--- src/rtl/dio_sdram_packer.sv ---
// Packs the ioctl download byte stream into little-endian 16-bit words and
// writes them to a 16-bit memory port through a small word FIFO.
module dio_sdram_packer #(
  parameter int unsigned FIFO_DEPTH = 4,
  parameter logic [23:0] WORD_BASE  = 24'd0
) (
  input  logic        clk_sys,
  input  logic        reset,
  input  logic        ioctl_download,
  input  logic        ioctl_wr,
  input  logic [24:0] ioctl_addr,
  input  logic [7:0]  ioctl_dout,
  output logic        mem_req,
  output logic [23:0] mem_addr,
  output logic [15:0] mem_din,
  output logic [1:0]  mem_be,
  input  logic        mem_ack,
  output logic        busy,
  output logic        done,
  output logic        overflow
);

  localparam int unsigned AW = $clog2(FIFO_DEPTH);

  typedef struct packed {
    logic [23:0] waddr;
    logic [15:0] data;
    logic [1:0]  be;
  } entry_t;

  typedef enum logic [1:0] {S_IDLE, S_RUN, S_FLUSH, S_DONE} state_t;

  state_t      state;
  logic        dl_q;
  logic        pending;
  logic [7:0]  pend_byte;
  logic [23:0] pend_waddr;
  logic        hi_valid;
  logic [7:0]  hi_byte;
  logic [23:0] hi_waddr;

  entry_t      fifo_mem [FIFO_DEPTH];
  logic [AW:0] wr_ptr;
  logic [AW:0] rd_ptr;

  logic        rise_c, fall_c, active_c, wr_en_c, flush_c;
  logic        empty_c, full_c, pop_c, push_c, push_ok_c, match_c;
  logic [23:0] wr_waddr_c;
  entry_t      push_e_c;
  entry_t      head_c;

  assign rise_c     = ioctl_download & ~dl_q;
  assign fall_c     = ~ioctl_download & dl_q;
  assign active_c   = ((state == S_RUN) || (state == S_FLUSH)) && !rise_c;
  assign wr_en_c    = ioctl_wr && (state == S_RUN) && !rise_c;
  assign flush_c    = (state == S_FLUSH) && !rise_c;
  assign wr_waddr_c = ioctl_addr[24:1];
  assign match_c    = (pend_waddr == wr_waddr_c);

  assign empty_c   = (wr_ptr == rd_ptr);
  assign full_c    = (wr_ptr == {~rd_ptr[AW], rd_ptr[AW-1:0]});
  assign pop_c     = !mem_req && !empty_c;
  assign push_ok_c = push_c && (!full_c || pop_c);
  assign head_c    = fifo_mem[rd_ptr[AW-1:0]];

  // At most one FIFO push per cycle; a parked high-half byte goes first.
  always_comb begin
    push_c   = 1'b0;
    push_e_c = '0;
    if (active_c && hi_valid) begin
      push_c         = 1'b1;
      push_e_c.waddr = hi_waddr;
      push_e_c.data  = {hi_byte, 8'h00};
      push_e_c.be    = 2'b10;
    end else if (wr_en_c) begin
      if (!ioctl_addr[0]) begin
        if (pending) begin
          push_c         = 1'b1;
          push_e_c.waddr = pend_waddr;
          push_e_c.data  = {8'h00, pend_byte};
          push_e_c.be    = 2'b01;
        end
      end else if (pending && match_c) begin
        push_c         = 1'b1;
        push_e_c.waddr = pend_waddr;
        push_e_c.data  = {ioctl_dout, pend_byte};
        push_e_c.be    = 2'b11;
      end else if (pending) begin
        push_c         = 1'b1;
        push_e_c.waddr = pend_waddr;
        push_e_c.data  = {8'h00, pend_byte};
        push_e_c.be    = 2'b01;
      end else begin
        push_c         = 1'b1;
        push_e_c.waddr = wr_waddr_c;
        push_e_c.data  = {ioctl_dout, 8'h00};
        push_e_c.be    = 2'b10;
      end
    end else if (flush_c && pending) begin
      push_c         = 1'b1;
      push_e_c.waddr = pend_waddr;
      push_e_c.data  = {8'h00, pend_byte};
      push_e_c.be    = 2'b01;
    end
  end

  always_ff @(posedge clk_sys) begin
    if (push_ok_c) fifo_mem[wr_ptr[AW-1:0]] <= push_e_c;
  end

  always_ff @(posedge clk_sys) begin
    if (reset) begin
      state      <= S_IDLE;
      dl_q       <= 1'b0;
      pending    <= 1'b0;
      pend_byte  <= '0;
      pend_waddr <= '0;
      hi_valid   <= 1'b0;
      hi_byte    <= '0;
      hi_waddr   <= '0;
      wr_ptr     <= '0;
      rd_ptr     <= '0;
      mem_req    <= 1'b0;
      mem_addr   <= '0;
      mem_din    <= '0;
      mem_be     <= '0;
      busy       <= 1'b0;
      done       <= 1'b0;
      overflow   <= 1'b0;
    end else begin
      dl_q <= ioctl_download;
      done <= 1'b0;

      if (push_ok_c) wr_ptr <= wr_ptr + (AW+1)'(1);
      else if (push_c) overflow <= 1'b1;
      if (pop_c) rd_ptr <= rd_ptr + (AW+1)'(1);

      if (mem_req && mem_ack) begin
        mem_req <= 1'b0;
      end else if (pop_c) begin
        mem_req  <= 1'b1;
        mem_addr <= head_c.waddr + WORD_BASE;
        mem_din  <= head_c.data;
        mem_be   <= head_c.be;
      end

      // Byte assembly; mirrors the push selection above.
      if (active_c && hi_valid) hi_valid <= 1'b0;
      if (wr_en_c) begin
        if (!ioctl_addr[0]) begin
          pending    <= 1'b1;
          pend_byte  <= ioctl_dout;
          pend_waddr <= wr_waddr_c;
        end else if (pending && match_c) begin
          pending <= 1'b0;
        end else if (pending || hi_valid) begin
          pending  <= 1'b0;
          hi_valid <= 1'b1;
          hi_byte  <= ioctl_dout;
          hi_waddr <= wr_waddr_c;
        end
      end else if (flush_c && pending && !hi_valid) begin
        pending <= 1'b0;
      end

      if (rise_c) begin
        state    <= S_RUN;
        busy     <= 1'b1;
        overflow <= 1'b0;
        pending  <= 1'b0;
        hi_valid <= 1'b0;
      end else begin
        case (state)
          S_RUN:   if (fall_c) state <= S_FLUSH;
          S_FLUSH: if (!pending && !hi_valid && empty_c && !mem_req) begin
            state <= S_DONE;
            done  <= 1'b1;
            busy  <= 1'b0;
          end
          S_DONE:  state <= S_IDLE;
          default: state <= S_IDLE;
        endcase
      end
    end
  end

endmodule

--- config.mk ---
export PLATFORM = sky130hd
export DESIGN_NAME = dio_sdram_packer
export DESIGN_NICKNAME = d
export VERILOG_FILES = /design/src/rtl/dio_sdram_packer.sv
export SDC_FILE = /design/constraint.sdc
export NUM_CORES = 1
export LEC_CHECK = 0
export BUFFER_PORTS_ARGS = -buffer_cell sky130_fd_sc_hd__clkbuf_2
export CORE_MARGIN = 1.5
export CORE_UTILIZATION = 54
export CTS_CLUSTER_SIZE = 24
export DETAILED_ROUTE_END_ITERATION = 6
export PLACE_DENSITY = 0.72
export SLEW_MARGIN = 0
export SYNTH_ARGS = -nofsm -noshare
export SYNTH_HDL_FRONTEND = slang
export SYNTH_SLANG_ARGS = --single-unit
--- constraint.sdc ---
create_clock -name clk_sys -period 2.6 [get_ports clk_sys]
set_input_delay 0 -clock clk_sys [delete_from_list [all_inputs] [get_ports clk_sys]]
set_output_delay 0 -clock clk_sys [all_outputs]
set_load 0.03 [all_outputs]
==> results_dict.tcl <==
set metrics [dict create \
    setup_tns_ps 0 \
    ys_warn_count 0 \
    crit_type "reg -> reg" \
    numCtsBuffers 29 \
    finalWorstSetupSlack_ps 159.2 \
    drt-pass1-iter-count 6 \
    hold_path.class "in -> reg" \
    synth.distinct_cells 44 \
    cts_tree "yes" \
    die-area_mm2 0.02256 \
    drtAntennaViolNets 0 \
    viasPerCell 5.578 \
    irDropWorstVdd_v 0.0005419 \
    io_buffer_count 83 \
    cts.sinks 289 \
    hold_viol 0 \
    finalCritPeriodShare_pct 93.88 \
    syn2layout_area_growth_pct 19.98 \
    crit_required_ps 2850 \
    rrSetupSlack_ps 160 \
    ctsRootBufferMaster "clkbuf_16" \
    synth.ff_latch_count 289 \
    slew_violations 0 \
    antenna_found_initial 0 \
    path_cells "inv_1, ha_1, nand2b_2, nor2_4, buf_12, nor3_2, buf_4, a222oi_1, inv_1" \
    grt_pass1_vias 7237 \
    worst_pin_slew_ps 992.9 \
    syn_inst 904 \
    die_w_um 150.2 \
    outcome "finished clean" \
    final_common_cell "nand2_1" \
    finalCriticalPeriod_ps 2441 \
    placedCellCount 1233 \
    core-area_mm2 0.02115 \
    ys_seq_area_share_pct 63.81 \
    grt-ovfl-total 0 \
    crit_fanout 24 \
    seq_area_mm2 0.007470 \
    syn_avg_cell_area_um2 12.95 \
    gp_congestion 0.7935 \
    netlist.area_leader.share_pct 43.11 \
    num_vias 7452 \
    start_util_pct 55.32 \
    rsz0062_at_grt "no" \
    drc_errors 0 \
    arrival_ps 2690 \
    syn_nets 952 \
    ios 84 \
    final_cell_mix "nand2_1, edfxtp_1, dfxtp_1" \
    leakage_nw 5.053 \
    n_antenna_cell 0 \
    fillers 1514 \
    cpMaxStageDelayCell "a222oi_1" \
    grt_pass1_wl_mm 39.07 \
    relSlewSlack_pct 33.45 \
    wl_per_cell_um 18.66 \
    layout-drive-gt1-share_pct 21.30 \
    htreeDepth 1 \
    max_freq_ghz 0.4097 \
    wl_mm 24.93 \
    synth_area_leaders "edfxtp_1, dfxtp_1, mux4_2, nand2_1, nand2b_1" \
    finalNonFillerCells 1336 \
    power_per_cell_area_mw_per_mm2 817.1 \
    cp_num_buf_inv 4 \
    synth_top_area_cell "edfxtp_1" \
    grt_max_degree 71 \
    clk_pin_slew_ps 60 \
    multiInputGateArea_mm2 0.003908 \
    synth_area_mm2 0.01170 \
    dpl.hpwl_mm 14.45 \
    critPathTopFamily "buffers and inverters" \
    start_kind "register" \
    grt.total_usage_pct 22.62 \
    cpPeakStageDelay_ps 360 \
    dp_slack_ps -155.8 \
    fp-row-count 53 \
    cts_max_path_buffers 3 \
    cp-end-kind "register" \
    drv_cap 0 \
    setup_viol 0 \
    drt_iter0_markers 546 \
    fp.dieH_um 150.2 \
    skew_ps 9.775 \
    path_common_cell "inv_1" \
    fin_nets 1087 \
    worstSkewPairLatency_ps 530 \
]
-- flip-flops by register name, summed over array words and instances, names as in the netlist, 3 cells and up --
signal      count
rd_ptr          3
pend_waddr     24
pend_byte       8
hi_waddr       24
mem_addr       24
fifo_mem      168
hi_byte         8
mem_din        16
wr_ptr          3
-- worst register-to-register path: stages (launching register included) --
cell      delay [ps]
dfxtp_1          330
inv_1             60
ha_1             320
nand2b_2         250
nor2_4           200
buf_12           190
nor3_2            60
buf_4            240
a222oi_1         370
inv_1            140
-- layer usage --
| layer | GRT usage (%) | wire [µm] |
|---|---|---|
| met2 | 37.18 | 11970 |
| met3 | 3.030 | 1403 |
| met1 | 31.71 | 10970 |
| met4 | 6.471 | 590 |
| met5 | 0 | 0 |
-- final cells by class --
type / instances / area share, %
multi-input combinational: 529 / 27.83
clock inverter: 7 / 0.6327
timing repair buffer: 158 / 8.768
clock buffer: 46 / 6.264
sequential: 289 / 53.20
inverter: 32 / 0.8555
tap: 275 / 2.451
-- worst paths after layout --
check                           from                         end  cells past startpoint
max            state[0]$_SDFFE_PP0P_   fifo_mem[3][33]$_DFFE_PP_                      9
min                   ioctl_addr[10]  pend_waddr[9]$_SDFFE_PP0P_                      4
max reg2reg    state[0]$_SDFFE_PP0P_   fifo_mem[3][33]$_DFFE_PP_                      9
min reg2reg  mem_din[1]$_SDFFE_PP0P_     mem_din[1]$_SDFFE_PP0P_                      2
-- cell families after synthesis --
logic type	after synthesis	share of synthesized area (%)
AOI/OAI and AO/OA	128	7.153
xor gates and xnor gates	31	2.320
adders and majority gates	10	1.069
buffers and inverters	87	3.229
DFF	289	63.81
muxes	75	10.91
and+or+nand+nor	284	11.52
-- power breakdown --
part / switching, mW / leakage (nW) / internal (mW) / total [mW]
Sequential: 0.118 / 2.63 / 5.04 / 5.16
Combinational: 1.36 / 1.94 / 0.825 / 2.18
Clock: 1.63 / 0.480 / 2.50 / 4.14
-- synth_stat cells (all sizes together) --
cell type  count
nand2        170
nand4          7
a222oi        24
a31oi          3
buf           17
o21bai         1
mux2i         33
nor2b          1
o21a           1
xor2           2
ha            10
o22ai          1
o21ai         12
nor3           6
o211ai         1
a311oi         1
and2          15
a31o           1
nor4           1
a32oi          1
inv           32
xnor2         29
dfxtp        121
edfxtp       168
clkbuf        38
a21boi         1
a2111oi        1
nand3          2
mux4          42
a211oi         1
nand2b        67
nor2          13
a21oi         79
or3            1
and4           1
-- per-stage QoR --
step | util (%) | instance area (µm²) | power (mW) | hold WS (ps)
after floorplan | - | 11710 | 6.793 | 136.0
after global placement | 59.17 | 12520 | 7.364 | 257.6
after detailed placement | 59.17 | 12520 | 7.393 | 258.0
after CTS | 65.82 | 13920 | 11.57 | 287.0
after global routing | 66.37 | 14040 | 11.92 | 304.9
final | 66.37 | 14040 | 11.47 | 307.0
-- what timing repair did --
action	in CTS	in global routing
setup buffers	0	6
setup endpoints to repair	96	228
hold buffers	41	0
resized for setup	5	3
hold endpoints to repair	217	0
pin swaps	1	3
cloned	1	2
Note: power is estimated with default switching activity, not from simulation.
